<file path="config.mk">
export PLATFORM = sky130hd
export DESIGN_NAME = hamming_dec74
export DESIGN_NICKNAME = d
export VERILOG_FILES = /design/src/rtl/hamming_dec74.sv
export SDC_FILE = /design/constraint.sdc
export NUM_CORES = 1
export LEC_CHECK = 0
export ABC_CLOCK_PERIOD_IN_PS = 5500
export CAP_MARGIN = 20
export CORE_ASPECT_RATIO = 0.9
export CORE_MARGIN = 2
export CORE_UTILIZATION = 35
export DETAILED_ROUTE_END_ITERATION = 7
export PLACE_DENSITY = 0.7
export SYNTH_ARGS = -nofsm -noshare
export SYNTH_HDL_FRONTEND = slang
export SYNTH_SLANG_ARGS = --single-unit
export TNS_END_PERCENT = 20
</file>
<file path="constraint.sdc">
create_clock -name clk -period 5.5 [get_ports clk]
set_input_delay 0.55 -clock clk [delete_from_list [all_inputs] [get_ports clk]]
set_output_delay 0.55 -clock clk [all_outputs]
set_load 0.02 [all_outputs]
</file>
<file path="src/rtl/hamming_dec74.sv">
// Two-stage Hamming(7,4) decoder/corrector with saturating corrected/uncorrectable counters.
// Latency 2 cycles at 1 word/cycle; in_ready drops only when both stages hold words and out_ready is low.
// `define HMC_SECDED_EN enables SEC-DED using in_parity; the default build is SEC only.
module hamming_dec74 #(
    parameter int CNT_W = 16
) (
    input  logic             clk,
    input  logic             rst_n,
    input  logic             in_valid,
    output logic             in_ready,
    input  logic [6:0]       in_code,
    input  logic             in_parity,
    output logic             out_valid,
    input  logic             out_ready,
    output logic [3:0]       out_data,
    output logic [2:0]       out_syndrome,
    output logic             out_corrected,
    output logic             out_uncorr,
    input  logic             cnt_clr,
    output logic [CNT_W-1:0] corr_cnt,
    output logic [CNT_W-1:0] uncorr_cnt
);

    logic       r_s1_valid;
    logic [6:0] r_s1_code;
    logic [2:0] r_s1_syn;
    logic       r_s1_pchk;

    logic       r_out_valid;
    logic [3:0] r_out_data;
    logic [2:0] r_out_syn;
    logic       r_out_corr;
    logic       r_out_uncorr;

    logic [CNT_W-1:0] r_corr_cnt;

    logic       w_s2_free;
    logic       w_s1_free;
    logic       w_accept;
    logic       w_deliver;
    logic [2:0] w_syn;
    logic       w_pchk;
    logic [6:0] w_mask;
    logic       w_flip;
    logic       w_corr;
    logic       w_uncorr;
    logic [6:0] w_fixed;

    assign w_s2_free = !r_out_valid || out_ready;
    assign w_s1_free = !r_s1_valid || w_s2_free;
    assign in_ready  = w_s1_free;
    assign w_accept  = in_valid && w_s1_free;
    assign w_deliver = r_out_valid && out_ready;

    assign w_syn[0] = in_code[0] ^ in_code[2] ^ in_code[4] ^ in_code[6];
    assign w_syn[1] = in_code[1] ^ in_code[2] ^ in_code[5] ^ in_code[6];
    assign w_syn[2] = in_code[3] ^ in_code[4] ^ in_code[5] ^ in_code[6];

`ifdef HMC_SECDED_EN
    assign w_pchk = (^in_code) ^ in_parity;
`else
    logic w_unused_parity;
    assign w_unused_parity = in_parity;
    assign w_pchk          = 1'b0;
`endif

    always_ff @(posedge clk or negedge rst_n) begin
        if (!rst_n) begin
            r_s1_valid <= 1'b0;
            r_s1_code  <= '0;
            r_s1_syn   <= '0;
            r_s1_pchk  <= 1'b0;
        end else if (w_s1_free) begin
            r_s1_valid <= in_valid;
            if (w_accept) begin
                r_s1_code <= in_code;
                r_s1_syn  <= w_syn;
                r_s1_pchk <= w_pchk;
            end
        end
    end

    // Syndrome value k points at Hamming position k, i.e. code bit k-1.
    always_comb begin
        w_mask = '0;
        for (int i = 0; i < 7; i++) begin
            w_mask[i] = (r_s1_syn == 3'(i + 1));
        end
    end

`ifdef HMC_SECDED_EN
    // Odd overall parity means an odd number of flips: treat as single and correct.
    assign w_flip   = (|r_s1_syn) && r_s1_pchk;
    assign w_corr   = r_s1_pchk;
    assign w_uncorr = (|r_s1_syn) && !r_s1_pchk;
`else
    assign w_flip   = |r_s1_syn;
    assign w_corr   = |r_s1_syn;
    assign w_uncorr = 1'b0;
`endif

    assign w_fixed = w_flip ? (r_s1_code ^ w_mask) : r_s1_code;

    always_ff @(posedge clk or negedge rst_n) begin
        if (!rst_n) begin
            r_out_valid  <= 1'b0;
            r_out_data   <= '0;
            r_out_syn    <= '0;
            r_out_corr   <= 1'b0;
            r_out_uncorr <= 1'b0;
        end else if (w_s2_free) begin
            r_out_valid <= r_s1_valid;
            if (r_s1_valid) begin
                r_out_data   <= {w_fixed[6], w_fixed[5], w_fixed[4], w_fixed[2]};
                r_out_syn    <= r_s1_syn;
                r_out_corr   <= w_corr;
                r_out_uncorr <= w_uncorr;
            end
        end
    end

    always_ff @(posedge clk or negedge rst_n) begin
        if (!rst_n) begin
            r_corr_cnt <= '0;
        end else if (cnt_clr) begin
            r_corr_cnt <= '0;
        end else if (w_deliver && r_out_corr && (r_corr_cnt != '1)) begin
            r_corr_cnt <= r_corr_cnt + CNT_W'(1);
        end
    end

`ifdef HMC_SECDED_EN
    logic [CNT_W-1:0] r_uncorr_cnt;

    always_ff @(posedge clk or negedge rst_n) begin
        if (!rst_n) begin
            r_uncorr_cnt <= '0;
        end else if (cnt_clr) begin
            r_uncorr_cnt <= '0;
        end else if (w_deliver && r_out_uncorr && (r_uncorr_cnt != '1)) begin
            r_uncorr_cnt <= r_uncorr_cnt + CNT_W'(1);
        end
    end

    assign uncorr_cnt = r_uncorr_cnt;
`else
    assign uncorr_cnt = '0;
`endif

    assign out_valid     = r_out_valid;
    assign out_data      = r_out_data;
    assign out_syndrome  = r_out_syn;
    assign out_corrected = r_out_corr;
    assign out_uncorr    = r_out_uncorr;
    assign corr_cnt      = r_corr_cnt;

endmodule

</file>
* Word-level counts from Yosys, hierarchy flattened
Index checks and enable logic that the tools add are counted.
Operators by class: $add $sub $neg 1, $mul 0, div/mod/pow operators 0, magnitude comparators 0, equality and inequality tests 8, shift-type cells 0, mux-type cells 3, bitwise logic cells 10, reductions and logical operators 12
Operators with widths (number):
- $mux W16 | 2
- $add A16 B1 Y16 const B | 1
- $ne A16 B16 Y1 const B | 1
- $eq A3 B3 Y1 const B | 4
- $xor A1 B1 Y1 | 9
- $mux W7 | 1
- $xor A7 B7 Y7 | 1
- $eq A3 B2 Y1 const B | 2
- $logic_and A1 B1 Y1 | 4
- $reduce_and A2 Y1 | 2
- $eq A3 B1 Y1 const B | 1
- $reduce_or A3 Y1 | 1
- $logic_not A1 Y1 | 2
- $logic_or A1 B1 Y1 | 2
- $reduce_bool A2 Y1 | 1
Word-level totals: register bits 36, latch bits 0, bits in writable memories 0, bits in read-only memories 0, input bits 13, output and inout port bits 43, memories 0

* Longest topological paths before layout
Gate-level depths: netlist of the first run.
word-level depth 5, mapped depth 6

* Worst setup path after synthesis of the first run
OpenSTA, ideal clock, no wires.
kind reg2reg, from register r_corr_cnt[0] (netlist: corr_cnt[0]), to register r_corr_cnt[14] (netlist: corr_cnt[14]), library setup time 0.125 ns, arrival 1.866 ns, required time 5.375 ns, path slack 3.509 ns, stages on the path, launching flop included 6, path buffers 0, cells stage by stage dfrtp_1 -> ha_1 -> nand3_4 -> or3b_1 -> and4bb_2 -> mux2_2
Between the ends: word-level cells in the longest chain between the ends 3
RTL lines:
- start, declared | line 35 | logic [CNT_W-1:0] r_corr_cnt;
- start signal, assigned | line 128 | r_corr_cnt <= r_corr_cnt + CNT_W'(1);
- $add A16 B1 Y16 / $ne A16 B16 Y1 (equally long branches) | line 128, 127
- $mux W16 / $logic_and A1 B1 Y1 (equally long branches) | line 127 | end else if (w_deliver && r_out_corr && (r_corr_cnt != '1)) begin
- $mux W16 / $reduce_bool A2 Y1 (equally long branches)
Several ways; a longest one is shown, not always the timed one. The select of a mux whose other input is x is not followed. A chain may end at the register's enable or synchronous reset.

* Worst setup path in the final report of the first run
from input port out_ready, to output port in_ready
Between the ends: word-level cells in the longest chain between the ends 2
RTL lines:
- start, declared | line 14 | input logic out_ready,
- $logic_or A1 B1 Y1 | line 49 | assign w_s2_free = !r_out_valid || out_ready;
- $logic_or A1 B1 Y1 | line 50 | assign w_s1_free = !r_s1_valid || w_s2_free;
- end, declared | line 10 | output logic in_ready,
Every way passes these cells.

==> results of run 1 <==
final cells by class:
class	count	area share, %
clock buffers	5	3.04
clock inverters	3	0.774
inverters	1	0.166
multi-input cells	138	39.2
flip-flops and latches	33	36.5
well taps	65	3.60
repair buffers	38	16.7
placed cells by master (no fill, tap or decap), types with 3 or more instances in the layout:
cell | synthesis | routed
clkdlybuf4s50_1 | 0 | 37
dfrtp_1 | 33 | 33
nand2_1 | 20 | 20
conb_1 | 1 | 17
o21ai_0 | 16 | 16
a21oi_1 | 12 | 12
mux2_2 | 8 | 8
xnor2_1 | 7 | 7
nor2_1 | 6 | 6
xor2_1 | 6 | 6
or3_1 | 5 | 5
clkbuf_8 | 0 | 5
nand4_1 | 4 | 4
o31ai_1 | 4 | 4
or4_1 | 4 | 4
nand2b_1 | 3 | 3
sequential cells by signal, indices dropped and copies added, names as in the netlist:
register,count
corr_cnt,16
r_s1_code,4
out_corrected,1
out_data,4
out_syndrome,3
out_valid,1
r_s1_syn,3
r_s1_valid,1
stage by stage:
step	worst slack (ns)	area, um^2	total power [mW]	hold slack, ns	std cells
finish	3.11	2260	0.634	0.479	283
global route	3.06	2260	0.670	0.505	283
CTS	3.09	2260	0.642	0.485	283
floorplan	3.51	1870	0.400	0.254	193
detailed placement	3.09	2180	0.458	0.471	275
global placement	3.07	2180	0.457	0.466	275
worst min-delay path by stage:
stage                            startpoint                 endpoint  cells past startpoint
floorplan                             rst_n  corr_cnt[0]$_DFFE_PN0P_                      0
global placement    out_data[1]$_DFFE_PN0P_  out_data[1]$_DFFE_PN0P_                      2
detailed placement  out_data[2]$_DFFE_PN0P_  out_data[2]$_DFFE_PN0P_                      2
CTS                 out_data[2]$_DFFE_PN0P_  out_data[2]$_DFFE_PN0P_                      2
global route        out_data[2]$_DFFE_PN0P_  out_data[2]$_DFFE_PN0P_                      2
finish              out_data[2]$_DFFE_PN0P_  out_data[2]$_DFFE_PN0P_                      2
kinds of logic (layout without fill, tap and decap cells):
family	Yosys count	in the layout	synth area share, %
AO/OA/AOI/OAI	34	34	11.3
multiplexers	9	9	5.52
XOR/XNOR	13	13	6.28
flip-flops	33	33	45.5
AND/OR/NAND/NOR	64	64	21.6
adder cells (fa/ha/maj)	1	1	0.690
buffers and inverters	22	47	8.83
other	1	17	0.207
per-layer routing:
layer	wire length, um	vias to the layer above	GRT usage, %
met3	198	5	4.23
met1	1620	661	17.6
met5	0	-	0
li1	-	674	-
met2	1590	46	20.7
met4	53	0	4.52
synth_stat cells (all sizes together):
cell           number  area [um^2]
clkbuf              2         7.51
nor4                1         6.26
dfrtp              33          826
nor2                6         22.5
and4bb              1         12.5
nand3b              2         15.0
nor2b               1         6.26
nand4               5         46.3
o21bai              1         7.51
or3                 7         46.3
nand2b              3         18.8
or4b                1         10.0
and3b               1         8.76
nor3                2         10.0
o31ai               4         30.0
and4                2         17.5
nand2              20         75.1
mux2                8         90.1
or3b                1         8.76
nand3               3         27.5
mux2i               1         10.0
clkdlybuf4s25       1         10.0
and3                2         15.0
or2                 2         15.0
o21ai              16         80.1
inv                 1         3.75
o41ai               1         27.5
conb                1         3.75
buf                18          139
xnor2               7         61.3
xor2                6         52.6
ha                  1         12.5
a21oi              12         60.1
or4                 4         30.0
power groups by stage:
stage	sequential (mW)	combinational [mW]	clock, mW
finish	0.298	0.156	0.181
global route	0.302	0.172	0.196
CTS	0.298	0.158	0.186
detailed placement	0.302	0.156	0
global placement	0.302	0.155	0
floorplan	0.322	0.0780	0
critical path: stages:
cell,delay (ns)
clkdlybuf4s50_1,0.49
nand3b_1,0.17
clkdlybuf4s50_1,0.63
==> flow_summary.ini, run 1 <==
[setup_path]
rr_endpoint = corr_cnt[1]$_DFFE_PN0P_
critPathRequiredTime_ns = 4.95
start_kind = primary input
cp_max_fo = 3
arrival_ns = 1.84
reg2reg_depth = 5
rrSetupSlack_ns = 3.38
startpoint = out_ready
critical_path_class = in2out
rr_startpoint = corr_cnt[0]$_DFFE_PN0P_
cp-end-kind = output port
crit_path_end = in_ready

[clocking]
ctsResizeCount = 0
cts_hold_buffers = 0
clockBufferDepth = 2
clk_pin_slew_ns = 0.06
cts_buffers = 5
cts.sinks = 33
cts_tree = yes
post_cts_buffers = 0
cts-root-buf = clkbuf_8
cts_max_level = 2
clock_latency_ns = 0.28

[global_route]
grt_usage_pct = 13.3
grt_pass1_wl_mm = 5.92
antenna_found_initial = 0
grt_max_degree = 34
grt_pass1_vias = 1248
grt_overflow_total = 0

[yosys]
ys.warnings.count = 0
ys_ff_latch = 33
netlist_area_mm2 = 0.00181
synth_cells = 177
avgSynthCellArea_um2 = 10.2
yosysUniqueCellTypes = 39
ys_seq_area_share_pct = 45.5

[timing]
rsz0062_at_grt = no
setup_viol = 0
drv_slew = 0
fin_skew_ns = 0.00918
hold_violations = 0
fin_tns_setup_ns = 0
maxClockFrequency_mhz = 418
worst_slew_pin_slew_ns = 0.891
slew_headroom_pct = 40.4
fin_crit_ns = 2.39
fin_crit_sh_pct = 43.5

[floorplanning]
die_height_um = 72.3
num_rows = 24
die_w_um = 79.9
design.core.area_mm2 = 0.00492
die_area_mm2 = 0.00577
initial_utilization_pct = 36.8
io_pins = 56

[detailed_routing]
ant_nets = 0
vias = 1386
totalWireLength_mm = 3.46
drt-pass1-iter-count = 4
post_drt_wl_per_cell_um = 12.2
drtIter0Drc = 42
drcViolationCount = 0
viasPerCell = 4.90

[cells_and_area]
multi_input_area_um2 = 887
register_area_um2 = 826
fillers = 485
syn2layout_area_growth_pct = 24.8
fin_util_pct = 45.9
fin_nets = 231
drive_above_1_share_pct = 12.4
diodes = 0

[outcome]
status = finished, final reports clean

[place]
portBuffers = 37
gp_congestion = 0.715
hpwl_mm = 2.42

[power_and_ir_drop]
cellPowerDensity_mw_per_mm2 = 280
ir_drop_mv = 0.163
comb_power_share_pct = 24.5
power_switching_mw = 0.201
p_seq_share_pct = 46.9
leakage_nw = 0.911
p_int_mw = 0.433
switching_share_pct = 31.7
p_clk_share_pct = 28.5

[run]
cap_violations = 0

[worst_hold_path]
worstHoldPathType = reg2reg
Power figures use the tool's default switching activity.
==> inputs of run 2 (changes only) <==
--- a/config.mk
+++ b/config.mk
@@ -5,7 +5,7 @@
 export SDC_FILE = /design/constraint.sdc
 export NUM_CORES = 1
 export LEC_CHECK = 0
-export ABC_CLOCK_PERIOD_IN_PS = 5500
+export ABC_CLOCK_PERIOD_IN_PS = 2450
 export CAP_MARGIN = 20
 export CORE_ASPECT_RATIO = 0.9
 export CORE_MARGIN = 2
==> constraint.sdc (replaced) <==
create_clock -name clk -period 2.45 [get_ports clk]
set_input_delay 0.245 -clock clk [delete_from_list [all_inputs] [get_ports clk]]
set_output_delay 0.245 -clock clk [all_outputs]
set_load 0.02 [all_outputs]
==> run 2 against run 1 <==
Against the previous run:
- die area unchanged
- core utilization grew 1.3 points
- final cell count is 0.71% higher
- total power increased to 2.6 times the previous value
- hold slack lost 0.12 ns
- clock skew hardly changed
- largest power group unchanged
- largest cell class unchanged
==> flow_summary.ini, run 2 (same netlist as run 1, synthesis figures left out) <==
[clocking]
ctsResizeCount = 0
clockBufferDepth = 2
clock_latency_ns = 0.29
cts_buffers = 5
cts.sinks = 33
cts-root-buf = clkbuf_8
clk_pin_slew_ns = 0.08
post_cts_buffers = 0
cts_tree = yes
cts_hold_buffers = 0
cts_max_level = 2

[setup_path]
startpoint = corr_cnt[0]$_DFFE_PN0P_
rr_endpoint = corr_cnt[14]$_DFFE_PN0P_
cp-end-kind = flip-flop
cp_slowest_cell = dfrtp_1
cp_max_fo = 6
critical_path_depth = 5
rr_startpoint = corr_cnt[0]$_DFFE_PN0P_
worst_path_largest_cell_delay_ns = 0.43
arrival_ns = 2.13
rrSetupSlack_ns = 0.49
reg2reg_depth = 5
crit_family = simple AND/OR/NAND/NOR gates
critical_path_class = reg2reg
crit_buf_inv = 0
crit_path_end = corr_cnt[14]$_DFFE_PN0P_
crit_chain = ha_1 > nand3_4 > or3b_1 > and4bb_2 > mux2_2
start_kind = flip-flop
critPathRequiredTime_ns = 2.62

[global_route]
grt_overflow_total = 0
grt_pass1_wl_mm = 6.02
grt_usage_pct = 13.4
antenna_found_initial = 0
grt_max_degree = 34
grt_pass1_vias = 1263

[floorplanning]
design.core.area_mm2 = 0.00492
io_pins = 56
num_rows = 24
initial_utilization_pct = 36.8
die_height_um = 72.3
die_w_um = 79.9
die_area_mm2 = 0.00577

[cells_and_area]
diodes = 0
final_cell_mix = clkdlybuf4s50_1, dfrtp_1, nand2_1
fin_nets = 233
drive_above_1_share_pct = 13.2
syn2layout_area_growth_pct = 28.4
stdcell_count = 285
largest_reg_flops = 16
layout_commonest_cell = clkdlybuf4s50_1
fin_util_pct = 47.3

[timing]
fin_tns_setup_ns = 0
fin_skew_ns = 0.00958
worst_slew_pin_slew_ns = 0.637
hold_violations = 0
slew_headroom_pct = 57.1
setup_viol = 0
fin_crit_sh_pct = 80.0
rsz0062_at_grt = no
fin_crit_ns = 1.96
maxClockFrequency_mhz = 510
drv_slew = 0

[detailed_routing]
drcViolationCount = 0
drt-pass1-iter-count = 4
viasPerCell = 4.95
post_drt_wl_per_cell_um = 12.6
met3_length_um = 185
routed.top_layer = met4
vias = 1412
wl_met2_mm = 1.63
drtIter0Drc = 20
ant_nets = 0
wl_met1_mm = 1.73
totalWireLength_mm = 3.58

[power_and_ir_drop]
ir_drop_mv = 0.352
leakage_nw = 0.945
cellPowerDensity_mw_per_mm2 = 712
power_mw = 1.66

[place]
hpwl_mm = 2.58
gp_congestion = 0.729
portBuffers = 37
placedCellCount = 277

[worst_hold_path]
worstHoldPathType = in2async

[run]
cap_violations = 0

[outcome]
status = finished, final reports clean
[run 2: cell type report]
| cell class | count | area [um^2] |
|---|---|---|
| fillers | 484 | 2600 |
| clock inverters | 3 | 68.8 |
| multi-input cells | 138 | 887 |
| inverters | 1 | 3.75 |
| flip-flops and latches | 33 | 826 |
| repair buffers | 40 | 393 |
| clock buffers | 5 | 68.8 |
| well taps | 65 | 81.3 |
[run 2: how the worst min path moves through the flow]
stage                     depth (start not counted)                       to               startpoint
final                                             2  corr_cnt[3]$_DFFE_PN0P_                    rst_n
after global routing                              2  corr_cnt[3]$_DFFE_PN0P_                    rst_n
after CTS                                         2  corr_cnt[3]$_DFFE_PN0P_                    rst_n
after detailed placement                          2  out_data[1]$_DFFE_PN0P_  out_data[1]$_DFFE_PN0P_
after global placement                            2  out_data[1]$_DFFE_PN0P_  out_data[1]$_DFFE_PN0P_
after floorplan                                   0  corr_cnt[0]$_DFFE_PN0P_                    rst_n
[run 2: per-stage QoR]
stage,worst slack [ns],hold slack [ns],cell area [um^2]
detailed placement,0.335,0.471,2190
global placement,0.343,0.467,2190
global route,0.376,0.398,2330
floorplan,0.459,-0.0506,1870
finish,0.489,0.356,2330
CTS,0.491,0.377,2330
[run 2: power breakdown]
group	switching [mW]	internal, mW	leakage [nW]
clock	0.224	0.410	0.0687
sequential	0.0582	0.611	0.425
combinational	0.185	0.169	0.451
total	0.467	1.19	0.945
[run 2: metal layers]
metal,vias to the layer above,GRT usage (%)
met5,-,0
met4,0,5.08
met3,4,3.73
met2,45,19.6
met1,680,19.0
li1,683,-
==> inputs of run 3 (changes only) <==
--- a/config.mk
+++ b/config.mk
@@ -5,7 +5,7 @@
 export SDC_FILE = /design/constraint.sdc
 export NUM_CORES = 1
 export LEC_CHECK = 0
-export ABC_CLOCK_PERIOD_IN_PS = 2450
+export ABC_CLOCK_PERIOD_IN_PS = 1820
 export CAP_MARGIN = 20
 export CORE_ASPECT_RATIO = 0.9
 export CORE_MARGIN = 2
==> constraint.sdc (replaced) <==
create_clock -name clk -period 1.82 [get_ports clk]
set_input_delay 0.182 -clock clk [delete_from_list [all_inputs] [get_ports clk]]
set_output_delay 0.182 -clock clk [all_outputs]
set_load 0.02 [all_outputs]
==> run 3 against run 2 <==
Against the previous run:
- count of clock-buffer cells in the layout rose by 1
- routed wire length increased by 6.9%
- first-iteration DRC count up 130%
- global-route usage is 0.89 points higher
- hold slack worse by 0.057 ns
- clock skew barely moved
- critical path type unchanged
- critical endpoint is now corr_cnt[10]$_DFFE_PN0P_
- largest power group unchanged
==> flow_summary.ini, run 3 (same netlist as run 1, synthesis figures left out) <==
[global_route]
grt_usage_pct = 14.3
grt_max_degree = 34
antenna_found_initial = 0
grt_pass1_wl_mm = 6.44
grt_overflow_total = 0
grt_pass1_vias = 1383

[clocking]
cts_buffers = 5
cts.sinks = 33
cts_tree = yes
cts-root-buf = clkbuf_8
clockBufferDepth = 2
clock_latency_ns = 0.28
clk_pin_slew_ns = 0.07
cts_hold_buffers = 0
cts_max_level = 2

[place]
dp_slack_ns = -0.0948
portBuffers = 37
hpwl_mm = 2.90
gp_congestion = 0.843

[setup_path]
rr_startpoint = corr_cnt[1]$_DFFE_PN0P_
arrival_ns = 2.01
critPathRequiredTime_ns = 2.04
cp_slowest_cell = or4_1
start_kind = flip-flop
critical_path_class = reg2reg
rrSetupSlack_ns = 0.03
rr_endpoint = corr_cnt[10]$_DFFE_PN0P_
worst_path_largest_cell_delay_ns = 0.53
cp-end-kind = flip-flop
startpoint = corr_cnt[1]$_DFFE_PN0P_
crit_chain = ha_4 > nand3_4 > buf_4 > or2_4 > or4_1 > a21oi_2
crit_path_end = corr_cnt[10]$_DFFE_PN0P_
cp_max_fo = 6
reg2reg_depth = 6

[detailed_routing]
viasPerCell = 4.68
post_drt_wl_per_cell_um = 12.3
totalWireLength_mm = 3.83
vias = 1454
ant_nets = 0
drcViolationCount = 0
drtIter0Drc = 46
drt-pass1-iter-count = 4

[timing]
fin_ws_ns = 0.0295
drv_slew = 0
fin_crit_ns = 1.79
hold_violations = 0
rsz0062_at_grt = yes
fin_crit_sh_pct = 98.4
fin_skew_ns = 0.00936
setup_viol = 0
maxClockFrequency_mhz = 558

[worst_hold_path]
worstHoldPathType = in2async

[power_and_ir_drop]
p_seq_share_pct = 43.0
leakage_nw = 1.07
cellPowerDensity_mw_per_mm2 = 822
power_mw = 2.09
switching_share_pct = 28.8
p_clk_share_pct = 32.2
ir_drop_mv = 0.599
comb_power_share_pct = 24.8
power_switching_mw = 0.601
p_int_mw = 1.48

[floorplanning]
die_w_um = 79.9
io_pins = 56
initial_utilization_pct = 36.8
num_rows = 24
die_height_um = 72.3
die_area_mm2 = 0.00577
design.core.area_mm2 = 0.00492

[cells_and_area]
syn2layout_area_growth_pct = 40.0
diodes = 0
fin_nets = 259
drive_above_1_share_pct = 24.4
fin_util_pct = 51.5
largest_reg_flops = 16
layout_commonest_cell = clkdlybuf4s50_1
final_cell_mix = clkdlybuf4s50_1, dfrtp_1, buf_4

[run]
cap_violations = 0

[outcome]
status = finished, final reports clean
run 3: cell count changes in the layout (fill, tap and decap cells not counted), moves of 2 or more:
cell | before | now
a21oi_1 | 12 | 10
buf_4 | 3 | 28
dfrtp_2 | 0 | 2
a21oi_2 | 0 | 2
dfrtp_1 | 33 | 31
run 3: timing repair:
item,4_1_cts,5_1_grt
setup endpoints to repair,10,4
pin swaps,1,3
resized for setup,0,4
buffers inserted,1,0
run 3: critical path, delay by kind of cell (launching register included):
family,cells,cell delay [ns]
adder cells (fa/ha/maj),1,0.15
buffers and inverters,1,0.16
flip-flops,1,0.39
AO/OA/AOI/OAI,1,0.13
AND/OR/NAND/NOR,3,0.90
run 3: how the worst min path moves through the flow:
stage,startpoint,to,slack [ns],depth (start not counted)
6_report,rst_n,corr_cnt[7]$_DFFE_PN0P_,0.30,2
3_3_place_gp,out_data[1]$_DFFE_PN0P_,out_data[1]$_DFFE_PN0P_,0.46,2
2_1_floorplan,rst_n,corr_cnt[0]$_DFFE_PN0P_,-0.11,0
5_1_grt,rst_n,corr_cnt[3]$_DFFE_PN0P_,0.35,2
4_1_cts,rst_n,corr_cnt[3]$_DFFE_PN0P_,0.31,2
3_5_place_dp,out_data[1]$_DFFE_PN0P_,out_data[1]$_DFFE_PN0P_,0.47,2
run 3: metrics by stage:
step                area [um^2]  instances  hold slack, ns  setup TNS (ns)
CTS                        2520        311           0.314               0
global route               2540        311           0.346         -0.0421
floorplan                  1890        193          -0.114               0
finish                     2540        311           0.299               0
detailed placement         2400        302           0.472          -0.662
global placement           2400        302           0.464          -0.279
run 3: layout make-up:
type,count,area (um^2)
tap,65,81.3
clock buffer,6,72.6
timing repair buffer,66,603
fill,472,2390
sequential,33,828
multi-input combinational,138,915
clock inverter,2,35.0
inverter,1,3.75
run 3: power groups by stage:
stage / combinational (mW) / sequential, mW / clock, mW
after floorplan: 0.237 / 0.976 / 0
after global placement: 0.503 / 0.909 / 0
after detailed placement: 0.508 / 0.912 / 0
after CTS: 0.523 / 0.899 / 0.690
after global routing: 0.569 / 0.919 / 0.727
final: 0.517 / 0.897 / 0.672
run 3: routing by layer:
metal	part of all wire (%)	GRT usage, %
met1	49	19.8
met2	45	21.8
met3	4.9	4.35
met4	1.0	3.95
met5	0	0
